`src/rtl/axi_timer_pkg.sv`:
```
// Shared constants, FSM state types and helpers for the AXI4-Lite timer peripheral.
package axi_timer_pkg;

  localparam int unsigned TIMER_W    = 32;
  localparam int unsigned REG_ADDR_W = 4;

  localparam logic [REG_ADDR_W-1:0] ADDR_CONTROL   = 4'h0;
  localparam logic [REG_ADDR_W-1:0] ADDR_PRESCALER = 4'h4;
  localparam logic [REG_ADDR_W-1:0] ADDR_COUNTER   = 4'h8;

  localparam logic [1:0] RESP_OKAY   = 2'b00;
  localparam logic [1:0] RESP_SLVERR = 2'b10;

  localparam int unsigned CTRL_EN_BIT  = 0;
  localparam int unsigned CTRL_CLR_BIT = 1;

  typedef enum logic [1:0] {
    WR_IDLE,
    WR_AW,
    WR_W,
    WR_B
  } wr_state_e;

  typedef enum logic [1:0] {
    RD_IDLE,
    RD_AR,
    RD_R
  } rd_state_e;

  function automatic logic addr_mapped(input logic [REG_ADDR_W-1:0] addr);
    return (addr == ADDR_CONTROL) || (addr == ADDR_PRESCALER) || (addr == ADDR_COUNTER);
  endfunction

  function automatic logic [TIMER_W-1:0] apply_strb(input logic [TIMER_W-1:0] old_val,
                                                    input logic [TIMER_W-1:0] new_val,
                                                    input logic [TIMER_W/8-1:0] strb);
    logic [TIMER_W-1:0] merged;
    merged = old_val;
    for (int i = 0; i < TIMER_W / 8; i++) begin
      if (strb[i]) merged[8*i +: 8] = new_val[8*i +: 8];
    end
    return merged;
  endfunction

endpackage

```
`src/rtl/axi_timer_core.sv`:
```
// Prescaled up-counter: COUNTER advances once every prescaler+1 enabled cycles.
module timer_core
  import axi_timer_pkg::*;
(
  input  logic               clk,
  input  logic               rst,
  input  logic               enable,
  input  logic               clear,
  input  logic [TIMER_W-1:0] prescaler,
  output logic [TIMER_W-1:0] count
);

  logic [TIMER_W-1:0] presc_cnt_q, presc_cnt_d;
  logic [TIMER_W-1:0] count_q, count_d;

  // NOTE: every signal gets its hold value first so no path leaves it unassigned (no latch).
  always_comb begin
    presc_cnt_d = presc_cnt_q;
    count_d     = count_q;
    if (clear) begin
      presc_cnt_d = '0;
      count_d     = '0;
    end else if (enable) begin
      // Equality compare: a prescaler lowered below the running count waits for wrap.
      if (presc_cnt_q == prescaler) begin
        presc_cnt_d = '0;
        count_d     = count_q + 1'b1;
      end else begin
        presc_cnt_d = presc_cnt_q + 1'b1;
      end
    end
  end

  // NOTE: state registers use non-blocking assignments so all flops update from pre-edge values.
  always_ff @(posedge clk or posedge rst) begin
    if (rst) begin
      presc_cnt_q <= '0;
      count_q     <= '0;
    end else begin
      presc_cnt_q <= presc_cnt_d;
      count_q     <= count_d;
    end
  end

  assign count = count_q;

endmodule

```
`src/rtl/axi_timer.sv`:
```
// AXI4-Lite slave exposing CONTROL, PRESCALER and COUNTER of a prescaled timer.
module axi_timer
  import axi_timer_pkg::*;
#(
  parameter int unsigned AXI_DATA_WIDTH = 32,
  parameter int unsigned AXI_ADDR_WIDTH = 32
) (
  input  logic                        axi_clk,
  input  logic                        rst,
  input  logic [AXI_ADDR_WIDTH-1:0]   AWADDR,
  input  logic                        AWVALID,
  output logic                        AWREADY,
  input  logic [AXI_DATA_WIDTH-1:0]   WDDATA,
  input  logic [AXI_DATA_WIDTH/8-1:0] WDSTRB,
  input  logic                        WDVALID,
  output logic                        WDREADY,
  output logic [1:0]                  BRESP,
  output logic                        BVALID,
  input  logic                        BREADY,
  input  logic [AXI_ADDR_WIDTH-1:0]   ARADDR,
  input  logic                        ARVALID,
  output logic                        ARREADY,
  output logic [AXI_DATA_WIDTH-1:0]   RDATA,
  output logic [1:0]                  RRESP,
  output logic                        RVALID,
  input  logic                        RREADY
);

  wr_state_e             wr_state_q, wr_state_d;
  logic                  awready_q, awready_d;
  logic                  wready_q, wready_d;
  logic                  bvalid_q, bvalid_d;
  logic [1:0]            bresp_q, bresp_d;
  logic [REG_ADDR_W-1:0] waddr_q, waddr_d;
  logic                  wr_fire;

  rd_state_e             rd_state_q, rd_state_d;
  logic                  arready_q, arready_d;
  logic                  rvalid_q, rvalid_d;
  logic [1:0]            rresp_q, rresp_d;
  logic [TIMER_W-1:0]    rdata_q, rdata_d;

  logic                  ctrl_en_q, ctrl_en_d;
  logic [TIMER_W-1:0]    prescaler_q, prescaler_d;
  logic                  clr_pulse;
  logic [TIMER_W-1:0]    count;
  logic [TIMER_W-1:0]    rd_mux;

  logic unused_addr_bits;
  assign unused_addr_bits = ^{AWADDR[AXI_ADDR_WIDTH-1:REG_ADDR_W], ARADDR[AXI_ADDR_WIDTH-1:REG_ADDR_W]};

  always_comb begin
    wr_state_d = wr_state_q;
    awready_d  = awready_q;
    wready_d   = wready_q;
    bvalid_d   = bvalid_q;
    bresp_d    = bresp_q;
    waddr_d    = waddr_q;
    wr_fire    = 1'b0;
    unique case (wr_state_q)
      WR_IDLE: begin
        if (AWVALID && WDVALID) begin
          awready_d  = 1'b1;
          wr_state_d = WR_AW;
        end
      end
      WR_AW: begin
        awready_d = 1'b0;
        if (AWVALID) begin
          waddr_d    = AWADDR[REG_ADDR_W-1:0];
          wready_d   = 1'b1;
          wr_state_d = WR_W;
        end else begin
          wr_state_d = WR_IDLE;
        end
      end
      WR_W: begin
        if (WDVALID) begin
          wr_fire    = 1'b1;
          wready_d   = 1'b0;
          bvalid_d   = 1'b1;
          bresp_d    = addr_mapped(waddr_q) ? RESP_OKAY : RESP_SLVERR;
          wr_state_d = WR_B;
        end
      end
      WR_B: begin
        if (BREADY) begin
          bvalid_d   = 1'b0;
          wr_state_d = WR_IDLE;
        end
      end
      default: wr_state_d = WR_IDLE;
    endcase
  end

  // CLEAR is a strobe into the core; it never lands in a register, so it always reads 0.
  always_comb begin
    ctrl_en_d   = ctrl_en_q;
    prescaler_d = prescaler_q;
    clr_pulse   = 1'b0;
    if (wr_fire) begin
      case (waddr_q)
        ADDR_CONTROL: begin
          if (WDSTRB[0]) begin
            ctrl_en_d = WDDATA[CTRL_EN_BIT];
            clr_pulse = WDDATA[CTRL_CLR_BIT];
          end
        end
        ADDR_PRESCALER: prescaler_d = apply_strb(prescaler_q, WDDATA, WDSTRB);
        default: ;
      endcase
    end
  end

  always_comb begin
    rd_mux = '0;
    case (ARADDR[REG_ADDR_W-1:0])
      ADDR_CONTROL:   rd_mux[CTRL_EN_BIT] = ctrl_en_q;
      ADDR_PRESCALER: rd_mux = prescaler_q;
      ADDR_COUNTER:   rd_mux = count;
      default:        rd_mux = '0;
    endcase
  end

  // Read samples pre-write register values, so a same-cycle write is not visible yet.
  always_comb begin
    rd_state_d = rd_state_q;
    arready_d  = arready_q;
    rvalid_d   = rvalid_q;
    rresp_d    = rresp_q;
    rdata_d    = rdata_q;
    unique case (rd_state_q)
      RD_IDLE: begin
        if (ARVALID && !rvalid_q) begin
          arready_d  = 1'b1;
          rd_state_d = RD_AR;
        end
      end
      RD_AR: begin
        if (ARVALID) begin
          arready_d  = 1'b0;
          rvalid_d   = 1'b1;
          rdata_d    = rd_mux;
          rresp_d    = addr_mapped(ARADDR[REG_ADDR_W-1:0]) ? RESP_OKAY : RESP_SLVERR;
          rd_state_d = RD_R;
        end
      end
      RD_R: begin
        if (RREADY) begin
          rvalid_d   = 1'b0;
          rd_state_d = RD_IDLE;
        end
      end
      default: rd_state_d = RD_IDLE;
    endcase
  end

  always_ff @(posedge axi_clk or posedge rst) begin
    if (rst) begin
      wr_state_q  <= WR_IDLE;
      awready_q   <= 1'b0;
      wready_q    <= 1'b0;
      bvalid_q    <= 1'b0;
      bresp_q     <= RESP_OKAY;
      waddr_q     <= '0;
      rd_state_q  <= RD_IDLE;
      arready_q   <= 1'b0;
      rvalid_q    <= 1'b0;
      rresp_q     <= RESP_OKAY;
      rdata_q     <= '0;
      ctrl_en_q   <= 1'b0;
      prescaler_q <= '0;
    end else begin
      wr_state_q  <= wr_state_d;
      awready_q   <= awready_d;
      wready_q    <= wready_d;
      bvalid_q    <= bvalid_d;
      bresp_q     <= bresp_d;
      waddr_q     <= waddr_d;
      rd_state_q  <= rd_state_d;
      arready_q   <= arready_d;
      rvalid_q    <= rvalid_d;
      rresp_q     <= rresp_d;
      rdata_q     <= rdata_d;
      ctrl_en_q   <= ctrl_en_d;
      prescaler_q <= prescaler_d;
    end
  end

  timer_core u_core (
    .clk       (axi_clk),
    .rst       (rst),
    .enable    (ctrl_en_q),
    .clear     (clr_pulse),
    .prescaler (prescaler_q),
    .count     (count)
  );

  assign AWREADY = awready_q;
  assign WDREADY = wready_q;
  assign BVALID  = bvalid_q;
  assign BRESP   = bresp_q;
  assign ARREADY = arready_q;
  assign RVALID  = rvalid_q;
  assign RRESP   = rresp_q;
  assign RDATA   = rdata_q;

endmodule

```
`config.mk`:
```
export PLATFORM = sky130hd
export DESIGN_NAME = axi_timer
export DESIGN_NICKNAME = d
export VERILOG_FILES = /design/src/rtl/axi_timer_pkg.sv /design/src/rtl/axi_timer_core.sv /design/src/rtl/axi_timer.sv
export SDC_FILE = /design/constraint.sdc
export NUM_CORES = 1
export LEC_CHECK = 0
export BUFFER_PORTS_ARGS = -buffer_cell sky130_fd_sc_hd__clkbuf_2
export CORE_ASPECT_RATIO = 0.75
export CORE_MARGIN = 5
export CORE_UTILIZATION = 45
export CTS_CLUSTER_SIZE = 16
export DETAILED_ROUTE_END_ITERATION = 8
export PLACE_DENSITY = 0.71
export SLEW_MARGIN = 20
export SYNTH_ARGS = -nofsm -noshare
export SYNTH_HDL_FRONTEND = slang
export SYNTH_SLANG_ARGS = --single-unit
```
`constraint.sdc`:
```
create_clock -name axi_clk -period 8.94 [get_ports axi_clk]
set_clock_uncertainty 0.2 [all_clocks]
set_input_delay 0.447 -clock axi_clk [delete_from_list [all_inputs] [get_ports axi_clk]]
set_output_delay 0.447 -clock axi_clk [all_outputs]
set_load 0.005 [all_outputs]
```
---- After elaboration in Yosys (flattened, before gate mapping) ----
Index checks and enable logic that the tools add are counted.
storage, ports and cells
  input bits .............................. 107
  register bits after elaboration ......... 146
  output and inout bits ................... 41
operators by class
  reduce and logical (&&, ||, !) cells .... 34
  equal/unequal tests ..................... 17
  add/sub/neg operators ................... 2
  mux-type cells .......................... 38
operator list
  cell                     count
  $mux W32                 6
  $add A32 B1 Y32 const B  2
  $pmux W31 S2             1
  $reduce_and A3 Y1        11
  $eq A32 B32 Y1           1
  $mux W2                  9
  $mux W1                  14
  $ne A2 B2 Y1 const B     7
  $reduce_bool A2 Y1       7
  $pmux W1 S2              5
  $reduce_and A2 Y1        5
  $eq A4 B3 Y1 const B     2
  $eq A4 B4 Y1 const B     2
  $logic_not A4 Y1         2
  $pmux W2 S4              1
  $eq A2 B2 Y1 const B     3
  $pmux W2 S3              1
  $eq A2 B1 Y1 const B     2
  $logic_not A2 Y1         2
  $logic_or A1 B1 Y1       4
  $pmux W1 S3              1
  $logic_and A1 B1 Y1      2
  $logic_not A1 Y1         1

---- Depth between registers and ports, before layout ----
Gate-level depths: netlist of run 1.
  depth after elaboration ................. 5
  gate-level depth with buffers ........... 8

---- Cells and area by module ----
A second synthesis of run 1 with hierarchy kept.
second synthesis, totals
  cell total of the unflattened synthesis .. 693
  area, all modules ....................... 7199.4 µm²
modules (own cells, without submodules)
  module      cells an instance  area an instance (µm²)  times used
  timer_core  409                3813.7                  1
  axi_timer   284                3385.7                  1

---- Worst setup path after synthesis of run 1 ----
No wires, ideal clock.
  kind .................................... reg2reg
  start point ............................. register u_core.presc_cnt_q[21]
  end point ............................... register u_core.count_q[8] (netlist: u_core.count[8])
  slack ................................... 6502 ps
  library setup time ...................... 66 ps
  data required time ...................... 8674 ps
  clock period less this slack ............ 2438 ps
  stages on the path, launching flop included .. 8
  data arrival time ....................... 2172 ps
  buffers on the path ..................... 1
  cells stage by stage .................... dfrtp_1 > xor2_1 > nor4_2 > nand4_2 > or3_4 > buf_6 > or4_1 > nand2_1
between the ends
  word-level cells in the longest chain between the ends .. 3
RTL lines
  element                       RTL line              text
  from (decl)                   axi_timer_core.sv:13  logic [TIMER_W-1:0] presc_cnt_q, presc_cnt_d;
  from (signal assigned)        axi_timer_core.sv:40  presc_cnt_q <= presc_cnt_d;
  $eq A32 B32 Y1                axi_timer_core.sv:25  if (presc_cnt_q == prescaler) begin
  $reduce_bool A2 Y1 (no line)  n/a
  $reduce_and A2 Y1 (no line)   n/a
  to (signal assigned)          axi_timer_core.sv:41  count_q <= count_d;
  to (decl)                     axi_timer_core.sv:14  logic [TIMER_W-1:0] count_q, count_d;
No other way between the ends.
A chain may end at the register's enable or synchronous reset.

---- Worst setup path after layout of run 1 ----
  start point ............................. register u_core.presc_cnt_q[18]
  end point ............................... register u_core.count_q[25] (netlist: u_core.count[25])
Same word-level chain as after synthesis.

==> impl_metrics.py, run 1 <==
metrics = {
    "sta": {
        "post-route-min-period_ns": 3.094,
        "relSlewSlack_pct": 32.08,
        "finalCritPeriodShare_pct": 34.61,
        "fin_setup_tns_ns": 0,
        "fmax_mhz": 323.2,
        "tightest_slew_ns": 1.011,
        "rsz0062_at_grt": "false",
        "fin_ws_ns": 5.846,
        "hold_violations": 0,
        "slew_viol_final": 0,
        "setup_viol": 0,
    },
    "die": {
        "row_count": 39,
        "pin_count": 148,
        "coreArea_um2": 15370,
        "initial_core_util_pct": 46.15,
        "die-height_um": 118.7,
        "die_area_um2": 18400,
        "die_x_um": 155.0,
    },
    "flow_run": {
        "max_cap_violations": 0,
    },
    "clocking": {
        "cts_buffers": 17,
        "clkLatencyLatePin_ns": 0.43,
        "cts.sinks": 144,
        "post_cts_buffers": 0,
        "path_clk_slew_ns": 0.06,
        "cts_buffer_depth": 2,
        "clockRootBuffer": "clkbuf_16",
        "cts_tree": "yes",
        "htreeDepth": 4,
    },
    "synthesis": {
        "synth_cells": 693,
        "synthArstFlopShare_pct": 100.0,
        "syn-cell-area_um2": 7093,
        "synth_area_leader_cell": "dfrtp_1",
        "synth_cell_types": 56,
        "synth-main-ff-cell": "dfrtp_1",
        "ys_seq_elements": 144,
        "synth_edf_count": 0,
        "synth_top_cell_area_share_pct": 50.80,
        "ys_warn_count": 0,
        "seq_area_frac_synth_pct": 50.80,
        "postSynthAreaPerCell_um2": 10.24,
        "yosys-top-cells-area": "dfrtp_1 (51%), xor2_1 (7.0%), mux2_2 (5.7%)",
    },
    "critical_path": {
        "crit_path_cell_trace": "xor2_1 > nor4_1 > nand2_1 > nor4_4 > a31oi_1 > a41o_1",
        "critPathArrivalTime_ns": 3.21,
        "max_stage_delay_ns": 0.97,
        "critical_path_class": "reg -> reg",
        "critPathTopFamily": "simple AND/OR/NAND/NOR gates",
        "end_kind": "register",
        "cp_max_fo": 19,
        "cp-start-kind": "register",
        "path_buf_inv": 0,
        "cp.required_ns": 9.05,
        "crit_slowest_cell": "nor4_4",
    },
    "route": {
        "antenna_left": 0,
        "via_count": 5530,
        "drt_iter0_markers": 447,
        "avgViaCountPerCell": 5.569,
        "firstDrtPassIters": 4,
        "finalWirelength_um": 17720,
        "drc_errors": 0,
        "wire_per_inst_um": 17.84,
    },
    "finish": {
        "final_area_um2": 8285,
        "syn_to_final_growth_pct": 16.81,
        "drive_gt1_share_pct": 23.22,
        "layout.nets": 884,
        "register_area_um2": 3603,
        "fill_cells": 1378,
        "antenna_cells": 0,
        "multi_input_area_um2": 3309,
    },
    "power": {
        "power_frac_clock_pct": 30.1,
        "p_seq_share_pct": 46.8,
        "ir_worst_vdd_mv": 0.1482,
        "switching_power_uw": 802.5,
        "p_leak_nw": 3.854,
        "power.density_nw_per_um2": 272.8,
        "cell_internal_pwr_mw": 1.458,
        "power_frac_comb_pct": 23.1,
        "switching_share_pct": 35.50,
    },
    "global_route": {
        "grt_pass1_vias": 5133,
        "grt_overflow": 0,
        "grt_max_degree": 87,
        "grt_usage_pct": 19.58,
        "grt_antenna_before_repair": 0,
        "grt_pass1_wl_um": 28270,
    },
    "run_status": {
        "outcome": "complete, no violations",
    },
    "placed_design": {
        "dp_hpwl_um": 12420,
        "place_ws_ns": 5.674,
        "place_congestion": 0.8680,
        "io_buffers": 89,
        "placed_area_um2": 7707,
    },
    "hold_path": {
        "hp-class": "in -> reg",
    },
}
==> what timing repair did <==
item,in CTS,in global routing
hold buffers,1,0
resized for setup,0,0
hold endpoints to repair,10,0
==> worst reg2reg max path, delay by kind of cell (launching register included) <==
family | cells | cell delay (ns)
DFF | 1 | 0.43
and+or+nand+nor | 3 | 1.69
AOI/OAI and AO/OA | 2 | 0.47
xor gates and xnor gates | 1 | 0.18
==> worst paths after layout <==
check / end / from / slack, ns / cells after the start
worst max-delay path: u_core.count[25] / u_core.presc_cnt_q[18] / 5.85 / 6
min in group asynchronous: prescaler_q[21] / rst / 0.50 / 3
worst min-delay path: wr_state_q[0] / BREADY / 0.02 / 2
worst min register to register: RDATA[24] / RDATA[24] / 0.27 / 2
max in group asynchronous: u_core.count[13] / rst / 6.78 / 4
worst max register to register: u_core.count[25] / u_core.presc_cnt_q[18] / 5.85 / 6
==> state kept, by name, summed over array words and instances (netlist names), named ones only <==
| signal | count |
|---|---|
| RDATA | 32 |
| prescaler_q | 32 |
| u_core.count | 32 |
| u_core.presc_cnt_q | 32 |
| waddr_q | 4 |
| rd_state_q | 2 |
| ARREADY | 1 |
| AWREADY | 1 |
| BRESP | 1 |
| BVALID | 1 |
| RRESP | 1 |
| RVALID | 1 |
| WDREADY | 1 |
| ctrl_en_q | 1 |
| wr_state_q | 1 |
==> cell usage after synthesis (5+ instances only) <==
cell / n
dfrtp_1: 144
nand2_1: 84
nor2_1: 58
xor2_1: 57
o21ai_0: 43
mux2_2: 36
a22oi_1: 31
nand3_1: 29
clkbuf_1: 21
a21oi_1: 18
nand4_1: 13
inv_1: 12
or4_1: 12
xnor2_1: 12
nor4_1: 11
and3_1: 9
and4_1: 7
buf_2: 7
a31oi_1: 6
mux2i_1: 6
nor3_1: 6
nor4_2: 6
nand2b_1: 5
o211ai_1: 5
o31ai_1: 5
or3_1: 5
==> layout by cell type (no fill, tap or decap), types with 10 or more instances in the layout <==
cell type,instances
nand2_1,83
mux2_2,36
dfrtp_1,144
nor4_1,10
nor2_1,58
a22oi_1,31
clkbuf_2,89
o21ai_0,43
or4_1,12
xor2_1,57
nand4_1,13
xnor2_1,12
nand3_1,29
clkbuf_16,17
a21oi_1,18
inv_1,11
==> power groups by stage <==
stage,Combinational [mW],Clock [mW],Sequential (mW)
floorplan,0.396,0,0.975
global placement,0.511,0,1.06
detailed placement,0.522,0,1.06
CTS,0.527,0.691,1.05
global route,0.590,0.723,1.08
finish,0.523,0.681,1.06
==> per-stage QoR <==
stage	power [mW]	cells	util, %	hold slack, ns
2_1_floorplan	1.371	694	-	0.2547
3_3_place_gp	1.568	960	50.14	0.2607
3_5_place_dp	1.585	960	50.14	0.2631
4_1_cts	2.272	993	53.89	0.01109
5_1_grt	2.397	993	53.90	0.02434
6_report	2.261	993	53.90	0.02252
==> final cells by class <==
type                    count  share of cell area, %
flip-flops and latches    144                  43.49
multi-input cells         504                  39.94
repair buffers             96                  6.040
clock buffers              18                  5.180
well taps                 205                  3.096
clock inverters            14                  1.646
inverters                  12                 0.6040
==> kinds of logic after synthesis <==
kind of cell	after synthesis	synth area share [%]
simple gates	262	19.35
mux	42	6.562
fa+ha+maj	2	0.3527
compound gates	127	11.48
buf+inv	46	2.875
xor+xnor	69	8.520
other cells	1	0.05287
flops	144	50.80
==> per-layer routing <==
metal / vias to the layer above / global-route usage, % / routed length (µm)
li1: 2647 / - / -
met1: 2676 / 30.03 / 8758
met2: 187 / 26.79 / 7414
met3: 20 / 5.919 / 1295
met4: 0 / 5.130 / 249
met5: - / 0 / 0
(Power assumes the default switching activity.)
==> inputs of run 2 (changes only) <==
--- a/config.mk
+++ b/config.mk
@@ -11,7 +11,7 @@
 export CORE_UTILIZATION = 45
 export CTS_CLUSTER_SIZE = 16
 export DETAILED_ROUTE_END_ITERATION = 8
-export PLACE_DENSITY = 0.71
+export PLACE_DENSITY = 0.73
 export SLEW_MARGIN = 20
 export SYNTH_ARGS = -nofsm -noshare
 export SYNTH_HDL_FRONTEND = slang
==> constraint.sdc (replaced) <==
create_clock -name axi_clk -period 2.8 [get_ports axi_clk]
set_clock_uncertainty 0.2 [all_clocks]
set_input_delay 0.14 -clock axi_clk [delete_from_list [all_inputs] [get_ports axi_clk]]
set_output_delay 0.14 -clock axi_clk [all_outputs]
set_load 0.005 [all_outputs]
==> run 2 against run 1 <==
  * Highest routed layer unchanged
  * Wire length up 5.6%
  * Utilization is 4.9 points higher
  * Global-route usage increased by 1.1 points
  * Via count rose by 6.2%
  * Non-clock buffer count rose by 66
  * Cell count grew 6.6%
  * Power increased to 3.4 times the previous value
  * First-iteration DRC count shrank 5.1%
  * Die area stayed put
  * Sequential cell count unchanged
==> impl_metrics.py, run 2 (synthesized netlist as in run 1, its figures left out) <==
metrics = {
    "global_route": {
        "grt_pass1_wl_um": 30420,
        "grt_pass1_vias": 5639,
        "grt_antenna_before_repair": 0,
        "grt_usage_pct": 20.70,
        "grt_overflow": 0,
        "grt_max_degree": 69,
    },
    "placed_design": {
        "io_buffers": 89,
        "placed_area_um2": 7919,
        "place_congestion": 0.8740,
        "dp_hpwl_um": 12770,
    },
    "route": {
        "firstDrtPassIters": 5,
        "antenna_left": 0,
        "finalWirelength_um": 18720,
        "drt_iter0_markers": 424,
        "avgViaCountPerCell": 5.546,
        "wire_per_inst_um": 17.67,
        "drc_errors": 0,
        "via_count": 5873,
    },
    "finish": {
        "syn_to_final_growth_pct": 27.43,
        "layout_common_cells": "dfrtp_1 (144), clkbuf_2 (89), nand2_1 (84)",
        "layout.nets": 950,
        "final_area_um2": 9039,
        "final_common_cell": "dfrtp_1",
        "drive_gt1_share_pct": 23.77,
        "antenna_cells": 0,
    },
    "clocking": {
        "cts_tree": "yes",
        "cts_buffers": 17,
        "cts_resized": 0,
        "clockRootBuffer": "clkbuf_16",
        "cts_buffer_depth": 2,
        "clkLatencyLatePin_ns": 0.42,
        "path_clk_slew_ns": 0.07,
        "cts.sinks": 144,
        "htreeDepth": 4,
    },
    "power": {
        "p_leak_nw": 4.224,
        "power.density_nw_per_um2": 858.7,
        "totalPowerFinal_mw": 7.761,
        "ir_worst_vdd_mv": 0.5077,
    },
    "sta": {
        "relSlewSlack_pct": 45.87,
        "rsz0062_at_grt": "false",
        "fmax_mhz": 367.8,
        "finalCritPeriodShare_pct": 97.12,
        "fin_setup_tns_ns": 0,
        "hold_violations": 0,
        "post-route-min-period_ns": 2.719,
        "slew_viol_final": 0,
        "hold-worst-slack_ns": 0.1082,
        "tightest_slew_ns": 0.8102,
        "setup_viol": 0,
    },
    "die": {
        "die-height_um": 118.7,
        "coreArea_um2": 15370,
        "row_count": 39,
        "die_x_um": 155.0,
        "initial_core_util_pct": 46.15,
        "pin_count": 148,
        "die_area_um2": 18400,
    },
    "critical_path": {
        "rrSetupSlack_ns": 0.08,
        "end_kind": "register",
        "cp.required_ns": 2.93,
        "rr_worst_depth": 6,
        "max_stage_delay_ns": 0.63,
        "cp_max_fo": 10,
        "critical_path_class": "reg -> reg",
        "crit_slowest_cell": "or4_1",
        "path_buf_inv": 0,
        "critPathTopFamily": "simple AND/OR/NAND/NOR gates",
        "rr_endpoint": "u_core.presc_cnt_q[22]",
        "worstReg2RegStart": "waddr_q[1]",
        "cp-start-kind": "register",
        "crit_path_cell_trace": "or4_1 > or3_1 > a21boi_2 > nand4_1 > xor2_1 > nor2_1",
        "critPathArrivalTime_ns": 2.85,
    },
    "hold_path": {
        "min-delay-start": "WDSTRB[0]",
        "hold_depth": 5,
        "worst_hold_path.endpoint": "ctrl_en_q",
        "hp-class": "in -> reg",
    },
    "run_status": {
        "outcome": "complete, no violations",
    },
    "flow_run": {
        "max_cap_violations": 0,
    },
}
run 2: cell types whose count changed in the layout (fill, tap and decap cells not counted), sizes merged:
cell         before  now
dlygate4sd3       1   47
buf               6   26
bufinv            1    4
clkinvlp          6    3
inv              15   18
clkinv            4    2
clkbuf          107  106
run 2: timing repair:
action | CTS | global route
buffers inserted | 0 | 0
hold buffers | 47 | 0
endpoints found under the hold margin | 82 | 0
endpoints found under the setup margin | 0 | 0
run 2: metal layers:
metal,GRT usage [%],vias up,share of wire (%)
met5,0,-,0
met4,4.082,0,0.98
met3,4.567,17,6.4
met2,31.08,190,46
met1,31.07,2886,47
li1,-,2780,-
run 2: tightest hold or removal path, cell delays in order:
cell	delay [ns]
clkbuf_2	0.08
nand4b_1	0.21
nor2_1	0.09
nand2_1	0.06
o21ai_0	0.09
run 2: cell type report:
type	count	area, µm²
timing repair buffer	162	1174
fill	1271	6332
inverter	12	48.80
clock buffer	17	425.4
clock inverter	15	224.0
multi-input combinational	504	3307
sequential	144	3603
tap	205	256.5
run 2: report_power, final:
| group | leakage, nW | total (mW) | switching, mW | internal (mW) |
|---|---|---|---|---|
| logic | 2.05 | 1.96 | 1.03 | 0.933 |
| registers | 1.86 | 3.31 | 0.658 | 2.65 |
| clock network | 0.312 | 2.49 | 0.966 | 1.53 |
run 2: worst max path at each step:
stage	depth (start not counted)	endpoint	slack (ns)	start
after detailed placement	6	u_core.presc_cnt_q[22]	0.18	waddr_q[1]
final	6	u_core.presc_cnt_q[22]	0.08	waddr_q[1]
after floorplan	7	u_core.count[8]	0.36	u_core.presc_cnt_q[21]
after global placement	6	u_core.count[24]	0.22	u_core.presc_cnt_q[18]
after CTS	6	u_core.presc_cnt_q[22]	0.10	waddr_q[1]
after global routing	6	u_core.count[24]	0.002	u_core.presc_cnt_q[4]
run 2: through the flow:
| stage | instances | setup slack (ns) | utilization [%] |
|---|---|---|---|
| after floorplan | 694 | 0.3618 | - |
| after global placement | 980 | 0.2166 | 51.52 |
| after detailed placement | 980 | 0.1828 | 51.52 |
| after CTS | 1059 | 0.1034 | 58.80 |
| after global routing | 1059 | 0.002023 | 58.80 |
| final | 1059 | 0.08076 | 58.80 |
==> inputs of run 3 (changes only) <==
==> constraint.sdc (replaced) <==
create_clock -name axi_clk -period 2.2 [get_ports axi_clk]
set_clock_uncertainty 0.2 [all_clocks]
set_input_delay 0.11 -clock axi_clk [delete_from_list [all_inputs] [get_ports axi_clk]]
set_output_delay 0.11 -clock axi_clk [all_outputs]
set_load 0.005 [all_outputs]
==> run 3 against run 2 <==
  * The flow now finishes with violations (hold timing, setup timing)
  * Sequential power is 20% higher
  * Utilization is 8.3 points higher
  * Critical path depth is 1 higher
  * First-iteration DRC count grew 28%
  * Clock-buffer cell count rose by 2
  * Hold slack got worse by 0.12 ns
  * Non-clock buffer count grew 128
  * Via count up 12%
  * Global-route usage up 3.2 points
  * Power increased by 42%
  * Largest cell class is now multi-input gates
==> impl_metrics.py, run 3 (synthesized netlist as in run 1, its figures left out) <==
metrics = {
    "run_status": {
        "outcome": "finished, violations left",
        "violations": "hold timing, setup timing",
    },
    "placed_design": {
        "io_buffers": 89,
        "dp_hpwl_um": 14750,
        "placed_area_um2": 8807,
        "place_congestion": 0.9379,
    },
    "sta": {
        "fmax_mhz": 396.6,
        "slew_viol_final": 0,
        "setup_viol": 62,
        "fin_ws_ns": -0.3216,
        "finalCritPeriodShare_pct": 114.6,
        "tightest_slew_ns": 0.6323,
        "hold_violations": 7,
        "post-route-min-period_ns": 2.522,
        "relSlewSlack_pct": 57.85,
        "hold-worst-slack_ns": -0.01122,
        "rsz0062_at_grt": "true",
    },
    "critical_path": {
        "worstReg2RegStart": "u_core.presc_cnt_q[18]",
        "critPathArrivalTime_ns": 2.67,
        "end_kind": "register",
        "critical_path_class": "reg -> reg",
        "cp.required_ns": 2.34,
        "cp_max_fo": 8,
        "crit_path_start": "u_core.presc_cnt_q[18]",
        "cp-start-kind": "register",
    },
    "die": {
        "die-height_um": 118.7,
        "die_area_um2": 18400,
        "die_x_um": 155.0,
        "row_count": 39,
        "pin_count": 148,
        "coreArea_um2": 15370,
        "initial_core_util_pct": 46.15,
    },
    "clocking": {
        "cts_tree": "yes",
        "cts.sinks": 144,
        "clockRootBuffer": "clkbuf_16",
        "cts_buffer_depth": 2,
        "cts_buffers": 17,
        "htreeDepth": 4,
        "path_clk_slew_ns": 0.06,
        "clkLatencyLatePin_ns": 0.42,
    },
    "power": {
        "power.density_nw_per_um2": 1072,
        "totalPowerFinal_mw": 11.05,
        "ir_worst_vdd_mv": 0.7058,
        "p_leak_nw": 5.004,
    },
    "global_route": {
        "grt_pass1_vias": 6553,
        "grt_max_degree": 113,
        "grt_usage_pct": 23.86,
        "grt_overflow": 0,
        "grt_antenna_before_repair": 0,
        "grt_pass1_wl_um": 34710,
    },
    "route": {
        "wire_per_inst_um": 19.43,
        "drc_errors": 0,
        "drt_iter0_markers": 542,
        "antenna_left": 0,
        "firstDrtPassIters": 5,
        "finalWirelength_um": 23080,
        "avgViaCountPerCell": 5.543,
        "via_count": 6585,
    },
    "flow_run": {
        "max_cap_violations": 0,
    },
    "finish": {
        "final_area_um2": 10310,
        "final_common_cell": "dfrtp_1",
        "drive_gt1_share_pct": 38.25,
        "syn_to_final_growth_pct": 45.37,
        "layout_common_cells": "dfrtp_1 (143), buf_4 (139), clkbuf_2 (89)",
        "antenna_cells": 0,
        "layout.nets": 1079,
    },
    "hold_path": {
        "min-delay-start": "WDSTRB[1]",
        "hp-class": "in -> reg",
    },
}
## run 3: changes by cell type in the layout (fill, tap and decap cells not counted), sizes merged
cell / change
buf: +127
bufinv: -1
clkbuf: +3
clkinv: +4
inv: -5
or3: +1
## run 3: area by class of cell
| type | count | area, µm² |
|---|---|---|
| Sequential cell | 144 | 3605 |
| Fill cell | 1106 | 5060 |
| Inverter | 12 | 48.80 |
| Clock inverter | 13 | 160.2 |
| Multi-Input combinational cell | 505 | 3613 |
| Clock buffer | 19 | 452.9 |
| Timing Repair Buffer | 290 | 2175 |
| Tap cell | 205 | 256.5 |
## run 3: worst paths after layout
check | end | slack, ns | cells after the start
max reg2reg | u_core.count[30] | -0.32 | 7
max | u_core.count[30] | -0.32 | 7
min | prescaler_q[9] | -0.01 | 3
min in group asynchronous | prescaler_q[4] | 0.20 | 4
min reg2reg | RDATA[5] | 0.28 | 2
max in group asynchronous | RDATA[18] | 1.07 | 4
## run 3: worst max-delay path: stages (launching register included)
cell and delay (ns):
dfrtp_1 0.41, xor2_1 0.19, nor4_2 0.33, nand2_1 0.18, buf_6 0.17, or2_4 0.29, or4_4 0.51, a21oi_2 0.17
## run 3: what timing repair did
action,CTS,global route
hold endpoints to repair,193,0
resized for setup,23,40
pin swaps,13,21
cloned,1,2
setup endpoints to repair,64,89
hold buffers,47,0
setup buffers,5,12
## run 3: metrics by stage
stage / hold WS [ns] / TNS (ns) / util, % / std cells / worst slack, ns
6_report: -0.01122 / -8.857 / 67.08 / 1188 / -0.3216
3_5_place_dp: 0.07124 / -7.775 / 57.30 / 1093 / -0.2490
2_1_floorplan: -0.0009305 / -2.096 / - / 694 / -0.1248
4_1_cts: 0.04629 / -5.324 / 65.38 / 1178 / -0.2691
5_1_grt: 0.01528 / -14.26 / 67.08 / 1188 / -0.3842
3_3_place_gp: 0.07170 / -6.202 / 57.30 / 1093 / -0.2093
## run 3: routing by layer
layer  share of wire [%]  vias up  track usage (%)
li1                    -     3032                -
met1                  43     3207            33.76
met2                  45      294            35.04
met3                 8.0       52            5.773
met4                 3.7        0            10.20
met5                   0        -                0
## run 3: where the power goes
part	switching, mW	internal (mW)
clock network	1.19	1.85
registers	0.589	3.38
logic	2.09	1.96
total	3.86	7.19
